## src/rtl/sdram_pkg.sv

```systemverilog
// Shared types for the SDR SDRAM device model: command decode, mode register layout,
// read-pipeline beat record and error flag positions.
package sdram_pkg;

  typedef enum logic [2:0] {
    CMD_NOP,
    CMD_ACT,
    CMD_RD,
    CMD_WR,
    CMD_PRE,
    CMD_REF,
    CMD_LMR,
    CMD_BST
  } cmd_e;

  // bl is log2 of the burst length; cl is the CAS latency in cycles (2 or 3)
  typedef struct packed {
    logic [1:0] bl;
    logic [1:0] cl;
    logic       wbs;
  } mode_t;

  typedef struct packed {
    logic        valid;
    logic        cl3;
    logic [1:0]  mask;
    logic [15:0] data;
  } rd_beat_t;

  localparam mode_t MODE_RESET = '{bl: 2'd0, cl: 2'd2, wbs: 1'b0};

  localparam int unsigned ERR_CLOSED  = 0;
  localparam int unsigned ERR_REOPEN  = 1;
  localparam int unsigned ERR_NOMODE  = 2;
  localparam int unsigned ERR_REFOPEN = 3;
  localparam int unsigned ERR_MODE    = 4;
  localparam int unsigned ERR_COLLIDE = 5;

  function automatic cmd_e decode_cmd(input logic csn, input logic rasn, input logic casn,
                                      input logic wen);
    cmd_e cmd;
    cmd = CMD_NOP;
    if (!csn) begin
      case ({rasn, casn, wen})
        3'b011:  cmd = CMD_ACT;
        3'b101:  cmd = CMD_RD;
        3'b100:  cmd = CMD_WR;
        3'b010:  cmd = CMD_PRE;
        3'b001:  cmd = CMD_REF;
        3'b000:  cmd = CMD_LMR;
        3'b110:  cmd = CMD_BST;
        default: cmd = CMD_NOP;
      endcase
    end
    return cmd;
  endfunction

endpackage

```

## src/rtl/sdram_read_pipe.sv

```systemverilog
// Read-data delay line: beats enter at fetch, leave through a registered output after their
// own CAS latency, with byte masks picked up two cycles before delivery.
module sdram_read_pipe
  import sdram_pkg::*;
(
  input  logic        clk_i,
  input  logic        flush_i,
  input  logic        valid_i,
  input  logic        cl3_i,
  input  logic [15:0] data_i,
  input  logic [1:0]  dqm_i,
  output logic        valid_o,
  output logic [15:0] data_o
);

  rd_beat_t [2:0] stage_q, stage_d;
  rd_beat_t       tap;
  logic           valid_d, valid_q;
  logic [15:0]    data_d, data_q;

  always_comb begin
    // The stage two edges ahead of the output register takes the current dqm
    stage_d[0] = '{valid: valid_i, cl3: cl3_i, mask: (cl3_i ? 2'b00 : dqm_i), data: data_i};
    stage_d[1] = stage_q[0];
    if (stage_q[0].cl3) begin
      stage_d[1].mask = dqm_i;
    end
    stage_d[2] = stage_q[1];

    tap = '0;
    if (stage_q[1].valid && !stage_q[1].cl3) begin
      tap = stage_q[1];
    end else if (stage_q[2].valid && stage_q[2].cl3) begin
      tap = stage_q[2];
    end
    valid_d = tap.valid;
    data_d  = tap.data & {{8{~tap.mask[1]}}, {8{~tap.mask[0]}}};
  end

  always_ff @(posedge clk_i) begin
    if (flush_i) begin
      stage_q <= '0;
      valid_q <= 1'b0;
      data_q  <= '0;
    end else begin
      stage_q <= stage_d;
      valid_q <= valid_d;
      data_q  <= data_d;
    end
  end

  assign valid_o = valid_q;
  assign data_o  = data_q;

endmodule

```

## config.mk

```make
export PLATFORM = sky130hd
export DESIGN_NAME = sdram_read_pipe
export DESIGN_NICKNAME = d
export VERILOG_FILES = /design/src/rtl/sdram_pkg.sv /design/src/rtl/sdram_read_pipe.sv
export SDC_FILE = /design/constraint.sdc
export NUM_CORES = 1
export LEC_CHECK = 0
export CAP_MARGIN = 25
export CORE_MARGIN = 2
export CORE_UTILIZATION = 40
export DETAILED_ROUTE_END_ITERATION = 10
export GPL_TIMING_DRIVEN = 0
export SLEW_MARGIN = 20
export SYNTH_ARGS = -nofsm -noshare
export SYNTH_HDL_FRONTEND = slang
export SYNTH_SLANG_ARGS = --single-unit
```

## constraint.sdc

```tcl
create_clock -name clk_i -period 4.06 [get_ports clk_i]
set_clock_uncertainty 0.15 [all_clocks]
set_input_delay 0.812 -clock clk_i [delete_from_list [all_inputs] [get_ports clk_i]]
set_output_delay 0.812 -clock clk_i [all_outputs]
set_load 0.005 [all_outputs]
```

Word-level counts from Yosys, hierarchy flattened
Cells that the tools add are included.

storage, ports and cells
  output and inout port bits = 17
  input port bits = 22
  logic and storage cells = 24
  register bits = 77

cells by class
  bitwise operators = 3
  muxes and demuxes = 3
  reductions and logical operators = 4

operators by type and width
  kind               count
  $mux 20            2
  $and 16x16->16     1
  $logic_and 1x1->1  2
  $mux 2             1
  $not 1->1          2
  $reduce_or 2->1    1
  $logic_not 1->1    1

Longest topological paths before layout
Gate-level depths: netlist of run 1.

  depth after elaboration = 5
  depth in mapped cells = 5
  mapped depth without buffers = 3

Worst setup path before layout of run 1
No wires, ideal clock.

  kind = in2reg
  start = in flush_i
  end = reg stage_q[16] in the netlist's numbering
  data arrival time = 1430 ps
  library setup time = 130 ps
  path slack = 2350 ps
  data required time = 3780 ps
  path buffers = 2
  stages on the path = 3
  path through = clkbuf_1 -> clkbuf_1 -> nor3b_1

between the ends
  cells in the longest elaborated chain, start to end = 1

ends and longest elaborated chain
  element                    line                   text
  start, declared            sdram_read_pipe.sv:7   input logic flush_i,
  $reduce_or 2->1 (no line)  -
  end signal, assigned       sdram_read_pipe.sv:46  stage_q <= stage_d;
  end, declared              sdram_read_pipe.sv:16  rd_beat_t [2:0] stage_q, stage_d;

Every way passes these cells.
A chain may end at the register's enable or synchronous reset.

Worst setup path after layout of run 1
  start = reg data_q[12], in the netlist data_o[12]
  end = out data_o[12]

RTL lines
  element                 line                   text
  start, declared         sdram_read_pipe.sv:19  logic [15:0] data_d, data_q;
  start signal, assigned  sdram_read_pipe.sv:48  data_q <= data_d;
  end, declared           sdram_read_pipe.sv:13  output logic [15:0] data_o

No word-level cell between the ends.

==> results of run 1 <==
## metal layers
layer	track usage	vias to the layer above	wire length [µm]	share of wire
li1	-	762	-	-
met2	0.223	33	1820	0.48
met3	0.0371	9	176	0.046
met4	0.0915	0	93	0.024
met5	0	-	0	0
met1	0.154	654	1720	0.45
## kinds of logic (layout without fill, tap and decap cells)
group | count (synthesis) | count (layout) | synth area share
DFF | 77 | 77 | 0.660
buffers and inverters | 13 | 66 | 0.0289
muxes | 2 | 2 | 0.00857
and+or+nand+nor | 99 | 99 | 0.239
AOI/OAI and AO/OA | 18 | 18 | 0.0642
## per-stage QoR
step            util  std cells  area, µm²  hold WS, ns  total power, mW
2_1_floorplan      -        209       2340        0.264            0.839
3_3_place_gp   0.502        318       2800        0.267            0.871
3_5_place_dp   0.502        318       2800        0.270            0.872
4_1_cts        0.534        334       2970        0.288             1.37
5_1_grt        0.534        334       2970        0.298             1.41
6_report       0.534        334       2970        0.288             1.35
## path summary, 6_finish.rpt
check                 to  cells after the start
min reg2reg  stage_d[55]                      1
max           data_o[12]                      1
min          stage_d[55]                      1
max reg2reg   data_o[14]                      5
## registers in the layout (all words and copies together) (netlist names)
signal   flops
data_o      16
stage_q     22
valid_o      1
stage_d     38
## cells in the mapped netlist (all sizes together)
library cell and n:
nor3b 2, a311o 2, dfxtp 77, nand2 16
and2 1, and3b 2, nand2b 1, and2b 1
nor2b 56, nor2 4, mux2i 2, clkbuf 8
a21oi 16, buf 5, nand3 16
## layout make-up
type / count / share of cell area
Buffer: 13 / 0.0227
Clock buffer: 10 / 0.0463
Clock inverter: 6 / 0.0130
Multi-Input combinational cell: 119 / 0.245
Sequential cell: 77 / 0.518
Tap cell: 72 / 0.0303
Timing Repair Buffer: 37 / 0.125
## where the power goes
group / switching, mW / internal [mW] / total (mW)
logic: 0.0282 / 0.0380 / 0.0661
registers: 0.00769 / 0.780 / 0.787
clock network: 0.264 / 0.236 / 0.500
total: 0.300 / 1.05 / 1.35
==> metrics, run 1 <==
core box area=5570 µm²; DR vias=1458; DRC violations left=0; CP required=3.10 ns; Setup CP Type=register to output port; Max Cap Viol=0; DP HPWL=2.54 mm; RePlAce Congestion=0.708; commonest non-fill, non-tap cell in the layout=dfxtp_1; PortBufs=37; Startpoint Class=register; min Tclk post-route=2.11 ns; Leak=1.10 nW; status=finished, final reports clean; count of different cell masters after synthesis=17; CP peak stage delay=0.49 ns; wire per inst=11.4 µm; RSZ-0062 raised after global routing=false; area share of the largest cell type after synthesis=0.660; vias in the first global route=1434; critical path endpoint category=output port; crit path DAT=1.15 ns; flops & latches, synth=77; Hold Fails Final Rpt=0; post-route ant nets=0; Die Y=80.4 µm; Skew-Pair Late Insertion Delay=0.34 ns; crit-path cells=clkdlybuf4s50_1; layout cells sized above 1=0.118; maximum clock rate=475 MHz; fill cell count=511; Slew Limit Headroom=0.655; Crit Path Max Fanout=1; Post-CTS Setup Inserts=0; IO Count=39; slowest stage cell, crit path=clkdlybuf4s50_1; setup TNS=0 ns; CP Buf/Inv Count=1; Clock transition at path regs=0.08 ns; synthesized area per cell=11.2 µm²; P&R area growth vs syn=27.2%; DP Worst Slack=2.04 ns; final setup fails=0; initial DRC count=33; initial antenna violation count=0; Post-Syn Area=2340 µm²; CP top delay family=buffers and inverters; Worst R2R Start=stage_q[59]; Worst Min Path Start=stage_d[35]; Inserted Diodes=0; die area=6470 µm²; Overflow after GRT=0; post-synthesis sequential area ratio=0.660; CTS max path bufs=2; Tcrit/Tclk final=0.519; Synth area leader=dfxtp_1; Hold Crit Class=register to register; Initial Util=0.419; Row Count=27; # nets final=279; Mapped Cells=209; Hold Buf Count CTS=0; clock sink total=77; worst setup slack after layout=1.95 ns; TritonCTS clock tree=yes; CTS buffer count=9; crit path from=data_o[12]; Routed Wire Length=3.81 mm; syn_nets=231; post-cts gate resize count=0; root buffer cell=clkbuf_8; synth top area cells=dfxtp_1, nor2b_1, nand3_1; sequential cell area=1540 µm²; pwr dens=455 nW/µm²; CTS H-tree depth=3; most frequent cells in the layout=dfxtp_1, nor2b_1, clkdlybuf4s50_1; first-pass GRT wire length=6.40 mm; worst slew pin tran=0.518 ns; Die X=80.4 µm; largest net degree at the start of global routing=14; Overall Global Routing Usage=0.136; Multi-input gate area=728 µm²; Synth warnings=0; Pre-antenna DRT Iters=4; Final Max Slew Viols=0; Peak VDD IR=0.216 mV; drt via density=4.37; flop2flop setup slack=2.54 ns
No activity file was read; power rests on OpenSTA's default activity.
==> inputs of run 2 (changes only) <==
PLACE_DENSITY = 0.65   (was unset)
clock period = 1.9 ns   (was 4.06 ns; I/O delays follow)
==> metrics, run 2 (same netlist as run 1, synthesis figures left out) <==
status=finished, final reports clean; Overflow after GRT=0; min Tclk post-route=1.69 ns; initial DRC count=56; commonest non-fill, non-tap cell in the layout=dfxtp_1; layout cells sized above 1=0.107; initial antenna violation count=0; CP required=1.37 ns; TritonCTS clock tree=yes; Leak=1.10 nW; # nets final=279; largest net degree at the start of global routing=12; IO Count=39; worst slew pin tran=0.499 ns; die area=6470 µm²; Initial Util=0.419; RePlAce Congestion=0.719; max reg flops=38; first-pass GRT wire length=6.21 mm; Skew-Pair Late Insertion Delay=0.33 ns; CTS buffer count=9; Clock transition at path regs=0.07 ns; Final Max Slew Viols=0; Tcrit/Tclk final=0.888; CP top delay family=buffers and inverters; Hold Buf Count CTS=0; most frequent cells in the layout=dfxtp_1, nor2b_1, clkdlybuf4s50_1; Routed Wire Length=3.60 mm; post-cts gate resize count=0; clock sink total=77; DP HPWL=2.41 mm; crit path DAT=1.16 ns; Max Cap Viol=0; Slew Limit Headroom=0.668; slowest stage cell, crit path=clkdlybuf4s50_1; Die X=80.4 µm; CTS max path bufs=2; fin cells=333; final setup fails=0; Die Y=80.4 µm; post-route ant nets=0; wire per inst=10.8 µm; Startpoint Class=register; RSZ-0062 raised after global routing=false; Crit Path Max Fanout=1; PortBufs=37; Pre-antenna DRT Iters=4; DP Cell Count=318; critical path endpoint category=output port; pwr dens=978 nW/µm²; vias in the first global route=1399; DRC violations left=0; Hold Crit Class=register to register; root buffer cell=clkbuf_8; Overall Global Routing Usage=0.130; maximum clock rate=593 MHz; DR vias=1436; Setup CP Type=register to output port; CTS H-tree depth=3; Row Count=27; setup TNS=0 ns; Post-CTS Setup Inserts=0; P&R area growth vs syn=27.3%; CP Buf/Inv Count=1; Hold Fails Final Rpt=0; crit-path cells=clkdlybuf4s50_1; CP peak stage delay=0.50 ns; drt via density=4.31; Inserted Diodes=0; core box area=5570 µm²; Peak VDD IR=0.522 mV
==> run 2: per-layer routing <==
metal  up-vias  share of wire  global-route usage
met2        31           0.46               0.201
met3         6          0.050              0.0517
met5         -              0                   0
met1       636           0.47               0.155
li1        763              -                   -
met4         0          0.014              0.0729
==> run 2: final timing paths <==
path                             startpoint     endpoint  slack (ns)  cells after the start
worst max-delay path             data_o[12]   data_o[12]        0.21                      1
worst min-delay path            stage_d[39]  stage_d[59]        0.29                      1
worst max register to register  stage_q[59]   data_o[13]        0.43                      5
worst min register to register  stage_d[39]  stage_d[59]        0.29                      1
==> run 2: layout make-up <==
type	instances	area, µm²
Buffer	13	67.6
Clock buffer	14	173
Clock inverter	1	5.00
Fill cell	525	2600
Multi-Input combinational cell	119	728
Sequential cell	77	1540
Tap cell	72	90.1
Timing Repair Buffer	37	370
==> run 2: through the flow <==
step / instance area [µm²] / setup WS (ns) / util / power, mW / hold WS [ns]
after floorplan: 2340 / 0.579 / - / 1.79 / 0.264
after global placement: 2800 / 0.306 / 0.502 / 1.86 / 0.266
after detailed placement: 2800 / 0.272 / 0.502 / 1.86 / 0.270
after CTS: 2980 / 0.182 / 0.534 / 2.95 / 0.285
after global routing: 2980 / 0.170 / 0.534 / 3.04 / 0.290
final: 2980 / 0.213 / 0.534 / 2.91 / 0.285
==> run 2: power by group <==
group | total, mW | switching [mW] | internal [mW]
Sequential | 1.68 | 0.0157 | 1.67
Combinational | 0.140 | 0.0586 | 0.0811
Clock | 1.09 | 0.514 | 0.574
